===== config.mk =====
export PLATFORM = sky130hd
export DESIGN_NAME = ch9350_mouse_tx
export DESIGN_NICKNAME = d
export VERILOG_FILES = /design/src/rtl/ch9350_pkg.sv /design/src/rtl/ch9350_mouse_tx_uart_tx.sv /design/src/rtl/ch9350_mouse_tx.sv
export SDC_FILE = /design/constraint.sdc
export NUM_CORES = 1
export LEC_CHECK = 0
export ABC_AREA = 1
export BUFFER_PORTS_ARGS = -buffer_cell sky130_fd_sc_hd__buf_2
export CAP_MARGIN = 30
export CORE_MARGIN = 1.5
export CORE_UTILIZATION = 59
export DETAILED_ROUTE_END_ITERATION = 10
export PLACE_DENSITY = 0.8
export SYNTH_ARGS = -nofsm -noshare
export SYNTH_HDL_FRONTEND = slang
export SYNTH_HIERARCHICAL = 1
export SYNTH_SLANG_ARGS = --single-unit

===== constraint.sdc =====
create_clock -name CLK_50M -period 2.7 [get_ports CLK_50M]
set_input_delay 0.27 -clock CLK_50M [delete_from_list [all_inputs] [get_ports CLK_50M]]
set_output_delay 0.27 -clock CLK_50M [all_outputs]
set_load 0.01 [all_outputs]

===== src/rtl/ch9350_pkg.sv =====
// Shared constants, state type and timing helper for the CH9350 mouse frame transmitter.
package ch9350_pkg;

  localparam logic [7:0] HDR0 = 8'h57;
  localparam logic [7:0] HDR1 = 8'hAB;
  localparam logic [7:0] HDR2 = 8'h88;
  localparam logic [7:0] LEN  = 8'h08;
  localparam logic [7:0] TYPE = 8'h01;

  localparam int FRAME_BYTES = 12;

  typedef enum logic [1:0] {
    IDLE,
    SEND,
    GAP
  } state_e;

  // Clock cycles per UART bit, truncated.
  function automatic int bit_cycles(input int clk_mhz, input int baud);
    return (clk_mhz * 1_000_000) / baud;
  endfunction

endpackage


===== src/rtl/ch9350_mouse_tx_uart_tx.sv =====
// 8N1 UART transmitter; accepts a new byte during the last stop-bit cycle so bytes run back-to-back.
module uart_tx
  import ch9350_pkg::*;
#(
  parameter int CLK_FRE   = 50,
  parameter int BAUD_RATE = 115200
) (
  input  logic       clk,
  input  logic       rst_n,
  input  logic [7:0] tx_data,
  input  logic       tx_data_valid,
  output logic       tx_data_ready,
  output logic       tx_pin
);

  localparam int BIT_CYC = bit_cycles(CLK_FRE, BAUD_RATE);
  localparam int CNT_W   = (BIT_CYC > 1) ? $clog2(BIT_CYC) : 1;

  typedef enum logic [1:0] {
    U_IDLE,
    U_START,
    U_DATA,
    U_STOP
  } uart_state_e;

  uart_state_e      state_q, state_d;
  logic [CNT_W-1:0] cyc_q, cyc_d;
  logic [2:0]       bit_q, bit_d;
  logic [7:0]       shift_q, shift_d;
  logic             pin_q, pin_d;
  logic             cyc_last;

  assign cyc_last = (cyc_q == CNT_W'(BIT_CYC - 1));
  assign tx_pin   = pin_q;

  // NOTE: every signal written here gets its default first, so no path leaves one unassigned and no latch is inferred.
  always_comb begin
    state_d       = state_q;
    cyc_d         = cyc_q;
    bit_d         = bit_q;
    shift_d       = shift_q;
    pin_d         = pin_q;
    tx_data_ready = (state_q == U_IDLE) || ((state_q == U_STOP) && cyc_last);

    if (tx_data_valid && tx_data_ready) begin
      state_d = U_START;
      cyc_d   = '0;
      shift_d = tx_data;
      pin_d   = 1'b0;
    end else begin
      unique case (state_q)
        U_IDLE: pin_d = 1'b1;
        U_START: begin
          if (cyc_last) begin
            state_d = U_DATA;
            cyc_d   = '0;
            bit_d   = 3'd0;
            pin_d   = shift_q[0];
            shift_d = {1'b0, shift_q[7:1]};
          end else begin
            cyc_d = cyc_q + 1'b1;
          end
        end
        U_DATA: begin
          if (cyc_last) begin
            cyc_d = '0;
            if (bit_q == 3'd7) begin
              state_d = U_STOP;
              pin_d   = 1'b1;
            end else begin
              bit_d   = bit_q + 3'd1;
              pin_d   = shift_q[0];
              shift_d = {1'b0, shift_q[7:1]};
            end
          end else begin
            cyc_d = cyc_q + 1'b1;
          end
        end
        U_STOP: begin
          if (cyc_last) state_d = U_IDLE;
          else          cyc_d   = cyc_q + 1'b1;
        end
        default: state_d = U_IDLE;
      endcase
    end
  end

  // NOTE: sequential state uses non-blocking assignments so all flops update together at the edge.
  always_ff @(posedge clk or negedge rst_n) begin
    if (!rst_n) begin
      state_q <= U_IDLE;
      cyc_q   <= '0;
      bit_q   <= 3'd0;
      shift_q <= 8'h00;
      pin_q   <= 1'b1;
    end else begin
      state_q <= state_d;
      cyc_q   <= cyc_d;
      bit_q   <= bit_d;
      shift_q <= shift_d;
      pin_q   <= pin_d;
    end
  end

endmodule


===== src/rtl/ch9350_mouse_tx.sv =====
// CH9350 mouse report serialiser: 12-byte 8N1 frame followed by an idle gap.
// Define CH9350_TX_CHKSUM_EN to send a real checksum byte instead of 0x00.
module ch9350_mouse_tx
  import ch9350_pkg::*;
#(
  parameter int CLK_FRE   = 50,
  parameter int BAUD_RATE = 115200,
  parameter int GAP_BITS  = 20
) (
  input  logic        CLK_50M,
  input  logic        rst_n,
  input  logic        report_valid,
  output logic        report_ready,
  input  logic        key_l,
  input  logic        key_m,
  input  logic        key_r,
  input  logic [15:0] dx,
  input  logic [15:0] dy,
  input  logic [7:0]  wheel,
  output logic        uart_txd,
  output logic        busy,
  output logic        frame_done
);

  localparam int BIT_CYC = bit_cycles(CLK_FRE, BAUD_RATE);
  localparam int GAP_CYC = GAP_BITS * BIT_CYC;
  localparam int GAP_W   = (GAP_CYC > 1) ? $clog2(GAP_CYC) : 1;

  state_e           state_q, state_d;
  logic [3:0]       idx_q, idx_d;
  logic [GAP_W-1:0] gap_q, gap_d;
  logic             frame_done_q, frame_done_d;
  logic             capture;
  logic             tx_valid;
  logic             tx_ready;
  logic [7:0]       tx_data;
  logic [3:0]       sel;
  logic [7:0]       chk_byte;

  logic [2:0]       key_q;
  logic [15:0]      dx_q;
  logic [15:0]      dy_q;
  logic [7:0]       wheel_q;

  assign report_ready = (state_q == IDLE);
  assign busy         = (state_q != IDLE);
  assign frame_done   = frame_done_q;

  // Byte 0 is a constant, so it is handed to the UART in the handshake cycle itself.
  assign sel = (state_q == IDLE) ? 4'd0 : idx_q;

  always_comb begin
    tx_data = 8'h00;
    case (sel)
      4'd0:    tx_data = HDR0;
      4'd1:    tx_data = HDR1;
      4'd2:    tx_data = HDR2;
      4'd3:    tx_data = LEN;
      4'd4:    tx_data = TYPE;
      4'd5:    tx_data = {5'b0, key_q};
      4'd6:    tx_data = dx_q[7:0];
      4'd7:    tx_data = dx_q[15:8];
      4'd8:    tx_data = dy_q[7:0];
      4'd9:    tx_data = dy_q[15:8];
      4'd10:   tx_data = wheel_q;
      4'd11:   tx_data = chk_byte;
      default: tx_data = 8'h00;
    endcase
  end

  always_comb begin
    state_d      = state_q;
    idx_d        = idx_q;
    gap_d        = gap_q;
    frame_done_d = 1'b0;
    capture      = 1'b0;
    tx_valid     = 1'b0;

    unique case (state_q)
      IDLE: begin
        if (report_valid) begin
          capture  = 1'b1;
          tx_valid = 1'b1;
          idx_d    = 4'd1;
          state_d  = SEND;
        end
      end
      SEND: begin
        if (idx_q < 4'(FRAME_BYTES)) begin
          tx_valid = 1'b1;
          if (tx_ready) idx_d = idx_q + 4'd1;
        end else if (tx_ready) begin
          // UART is ready again only in the final stop-bit cycle of byte 11.
          state_d      = GAP;
          gap_d        = '0;
          frame_done_d = 1'b1;
        end
      end
      GAP: begin
        if (gap_q == GAP_W'(GAP_CYC - 1)) state_d = IDLE;
        else                              gap_d   = gap_q + 1'b1;
      end
      default: state_d = IDLE;
    endcase
  end

  always_ff @(posedge CLK_50M or negedge rst_n) begin
    if (!rst_n) begin
      state_q      <= IDLE;
      idx_q        <= 4'd0;
      gap_q        <= '0;
      frame_done_q <= 1'b0;
    end else begin
      state_q      <= state_d;
      idx_q        <= idx_d;
      gap_q        <= gap_d;
      frame_done_q <= frame_done_d;
    end
  end

  // NOTE: holding registers are pure datapath, always written at capture before being read, so they carry no reset.
  always_ff @(posedge CLK_50M) begin
    if (capture) begin
      key_q   <= {key_m, key_r, key_l};
      dx_q    <= dx;
      dy_q    <= dy;
      wheel_q <= wheel;
    end
  end

`ifdef CH9350_TX_CHKSUM_EN
  logic [7:0] chk_q;

  always_ff @(posedge CLK_50M or negedge rst_n) begin
    if (!rst_n) begin
      chk_q <= 8'h00;
    end else if (capture) begin
      chk_q <= 8'h00;
    end else if (tx_valid && tx_ready && (sel >= 4'd5) && (sel <= 4'd10)) begin
      chk_q <= chk_q + tx_data;
    end
  end

  assign chk_byte = chk_q;
`else
  assign chk_byte = 8'h00;
`endif

  uart_tx #(
    .CLK_FRE   (CLK_FRE),
    .BAUD_RATE (BAUD_RATE)
  ) u_uart_tx (
    .clk           (CLK_50M),
    .rst_n         (rst_n),
    .tx_data       (tx_data),
    .tx_data_valid (tx_valid),
    .tx_data_ready (tx_ready),
    .tx_pin        (uart_txd)
  );

endmodule


==> impl_metrics.tcl <==
set metrics [dict create \
    status "finished clean" \
    synth_top_area_share_pct 28.6 \
    synth-seq-cells 87 \
    arrival_ps 2430 \
    clock.fmax_mhz 465 \
    multi_input_area_um2 1860 \
    synthCells 530 \
    cp.buffers_inverters 3 \
    critical_path_depth 12 \
    synth_fp_nets 587 \
    vias 3611 \
    postSynthAreaPerCell_um2 8.52 \
    end_kind "register" \
    r2r-start "u_uart_tx/cyc_q[1]" \
    synth_warnings 6 \
    antenna_found_initial 0 \
    drt_iter0_markers 161 \
    cts_tree "built" \
    antenna_cells 0 \
    highest_layer "met4" \
    crit_required_ps 2980 \
    p_seq_share_pct 56.6 \
    wl_um 8970 \
    cap_violations 0 \
    drtAntennaViolNets 0 \
    p_int_mw 1.95 \
    hold_viol 0 \
    critPathMaxFanout 11 \
    synthTopCellsByArea "edfxtp_1 29%, dfrtp_1 24%, nand2_1 14%" \
    worst_pin_slew_ps 600 \
    crit_slowest_cell "dfrtp_1" \
    post_cts_buffers 0 \
    wl_per_cell_um 13.0 \
    dp_hpwl_um 6460 \
    clkPwrFrac_pct 41.5 \
    dr.pass1.iters 4 \
    cp-start-kind "register" \
    grt_remaining_overflow 0 \
    grt_pass1_wl_um 15400 \
    clk_path_buf_depth 2 \
    num_rows 31 \
    grt_pass1_vias 3522 \
    route.met3.wl_um 368 \
    p_sw_share_pct 20.6 \
    synth_area_leader_cell "edfxtp_1" \
    worstHoldStart "dx[6]" \
    powerDensity_nw_per_um2 482 \
    ys_types 31 \
    placed_cells 674 \
    ios 50 \
    drv_slew 0 \
    timing.hold.ws_ps 78.1 \
    die_h_um 90.5 \
    whs_endpoint "dx_q[6]" \
    fp.dieW_um 90.5 \
    synth_area_um2 4510 \
    r2r_slack_ps 550 \
    numClockSinks 87 \
    reg2reg_to "idx_q[0]" \
    critPathTopFamily "simple AND/OR/NAND/NOR gates" \
    slowest_delay_ps 420 \
    crit_chain "inv_1, ha_1, nand2_1, nor2_2, nand3_4, nand2_4, inv_1, nand2_1, o21ai_0, nor3_2, inv_1, a21oi_1" \
    p_leak_nw 2.39 \
    final_cell_mix "165 x nand2_1, 65 x nand3_1, 53 x nor2_1, 53 x inv_1, 49 x buf_2" \
    die-area_um2 8180 \
    nNetsFinal 644 \
    whs_path_depth 1 \
    seq_area_frac_synth_pct 53.0 \
    syn_to_final_growth_pct 12.9 \
    n_fill_cell 565 \
    drc 0 \
    period_minus_slack_ps 2150 \
    ir_drop_mv 0.366 \
    vias_per_cell 5.23 \
    cts-resized-gates 0 \
    instances_no_fill 691 \
    core_area_um2 7330 \
    wl_met1_um 4000 \
    grt_max_degree 44 \
    gp_congestion 0.881 \
    worstRegToRegCells 12 \
    final_common_cell "nand2_1" \
    cts_made_buffers 9 \
    grt_usage_pct 23.5 \
    rsz0062_at_grt "no" \
    worstHoldPathType "in2reg" \
    wl_met2_um 4540 \
    p_sw_mw 0.507 \
    setup_viol 0 \
    drive_gt1_share_pct 14.9 \
    fin_setup_tns_ps 0 \
    clk_pin_slew_ps 90 \
    min_period_over_period_pct 79.7 \
    p_comb_share_pct 1.9 \
    start_util_pct 61.6 \
    port_buffers 49 \
    fin_skew_ps 10.7 \
    h-tree-depth 3 \
    postCtsHoldBufs 1 \
    slew_headroom_pct 59.9 \
    clk-insertion-delay-late_ps 360 \
    crit_path_frequent_cell "inv_1" \
    regArea_um2 2390 \
    root_buffer "clkbuf_8" \
    path_class "reg2reg" \
]
## worst max path at each step
stage | start | to | slack (ps)
floorplan | state_q[0] | dx_q[0] | 640
global placement | u_uart_tx/cyc_q[1] | idx_q[1] | 740
detailed placement | u_uart_tx/cyc_q[0] | idx_q[1] | 610
CTS | u_uart_tx/cyc_q[1] | idx_q[0] | 560
global route | u_uart_tx/cyc_q[1] | idx_q[1] | 390
finish | u_uart_tx/cyc_q[1] | idx_q[0] | 550
## cell type report
class,instances,area share (%)
clock buffers,9,2.43
repair buffers,53,5.69
multi-input cells,382,36.5
clock inverters,7,2.01
flip-flops and latches,87,46.9
well taps,99,2.43
inverters,54,3.98
## power by group through the flow
stage	clock, mW	sequential, mW	combinational [mW]
after floorplan	0	1.42	0.000000893
after global placement	0	1.42	0.0437
after detailed placement	0	1.42	0.0487
after CTS	1.04	1.39	0.0499
after global routing	1.11	1.39	0.0550
final	1.02	1.39	0.0479
## Yosys cell counts
| cell | n |
|---|---|
| nand2_1 | 165 |
| nand4_1 | 4 |
| nand4_2 | 1 |
| nor2_4 | 1 |
| buf_4 | 1 |
| dfstp_2 | 1 |
| nand3b_1 | 10 |
| nor2_2 | 3 |
| o21ai_1 | 1 |
| buf_6 | 3 |
| nor3b_1 | 2 |
| o21ai_0 | 19 |
| buf_2 | 3 |
| dfrtp_1 | 43 |
| ha_1 | 11 |
| nor2_1 | 53 |
| nor3_1 | 7 |
| inv_1 | 53 |
| nand2_2 | 5 |
| edfxtp_1 | 43 |
| nand3_4 | 1 |
| xnor2_1 | 2 |
| nand2_4 | 2 |
| a21oi_1 | 16 |
| o21ai_2 | 3 |
| nand3_1 | 65 |
| inv_2 | 1 |
| a22oi_1 | 2 |
| xor2_1 | 7 |
| nor3_2 | 1 |
| or2_2 | 1 |
## metrics by stage
step                      utilization (%)  cell area [um^2]  setup WS (ps)  total power, mW
final                                69.6              5100            549             2.46
after global routing                 69.6              5100            394             2.55
after CTS                            69.6              5100            565             2.49
after detailed placement             66.3              4860            607             1.47
after global placement               66.1              4840            744             1.46
after floorplan                         -              4510            638             1.42
## worst register-to-register path, stage by stage (launching register included)
cell	delay, ps
dfrtp_1	420
inv_1	80
ha_1	150
nand2_1	60
nor2_2	210
nand3_4	130
nand2_4	160
inv_1	50
nand2_1	80
o21ai_0	140
nor3_2	300
inv_1	140
a21oi_1	160
## cell families (layout without fill, tap and decap cells)
group	after synthesis	in the layout	synth area share [%]
and+or+nand+nor	321	321	31.5
buffers and inverters	61	123	5.74
xor gates and xnor gates	9	9	1.75
AOI/OAI and AO/OA	41	41	4.91
adders and majority gates	11	11	3.05
DFF	87	87	53.0
## state kept, by name (all words and copies together) (netlist names), 3 cells and up
name / cells
gap_q: 14
key_q: 3
u_uart_tx/shift_q: 8
u_uart_tx/cyc_q: 9
dy_q: 16
dx_q: 16
u_uart_tx/bit_q: 3
wheel_q: 8
idx_q: 4
## metal layers
layer,global-route usage (%),up-vias
met1,28.9,1678
met4,9.92,0
met3,4.46,7
met5,0,-
met2,40.5,84
li1,-,1842
Note: power is estimated with default switching activity, not from simulation.
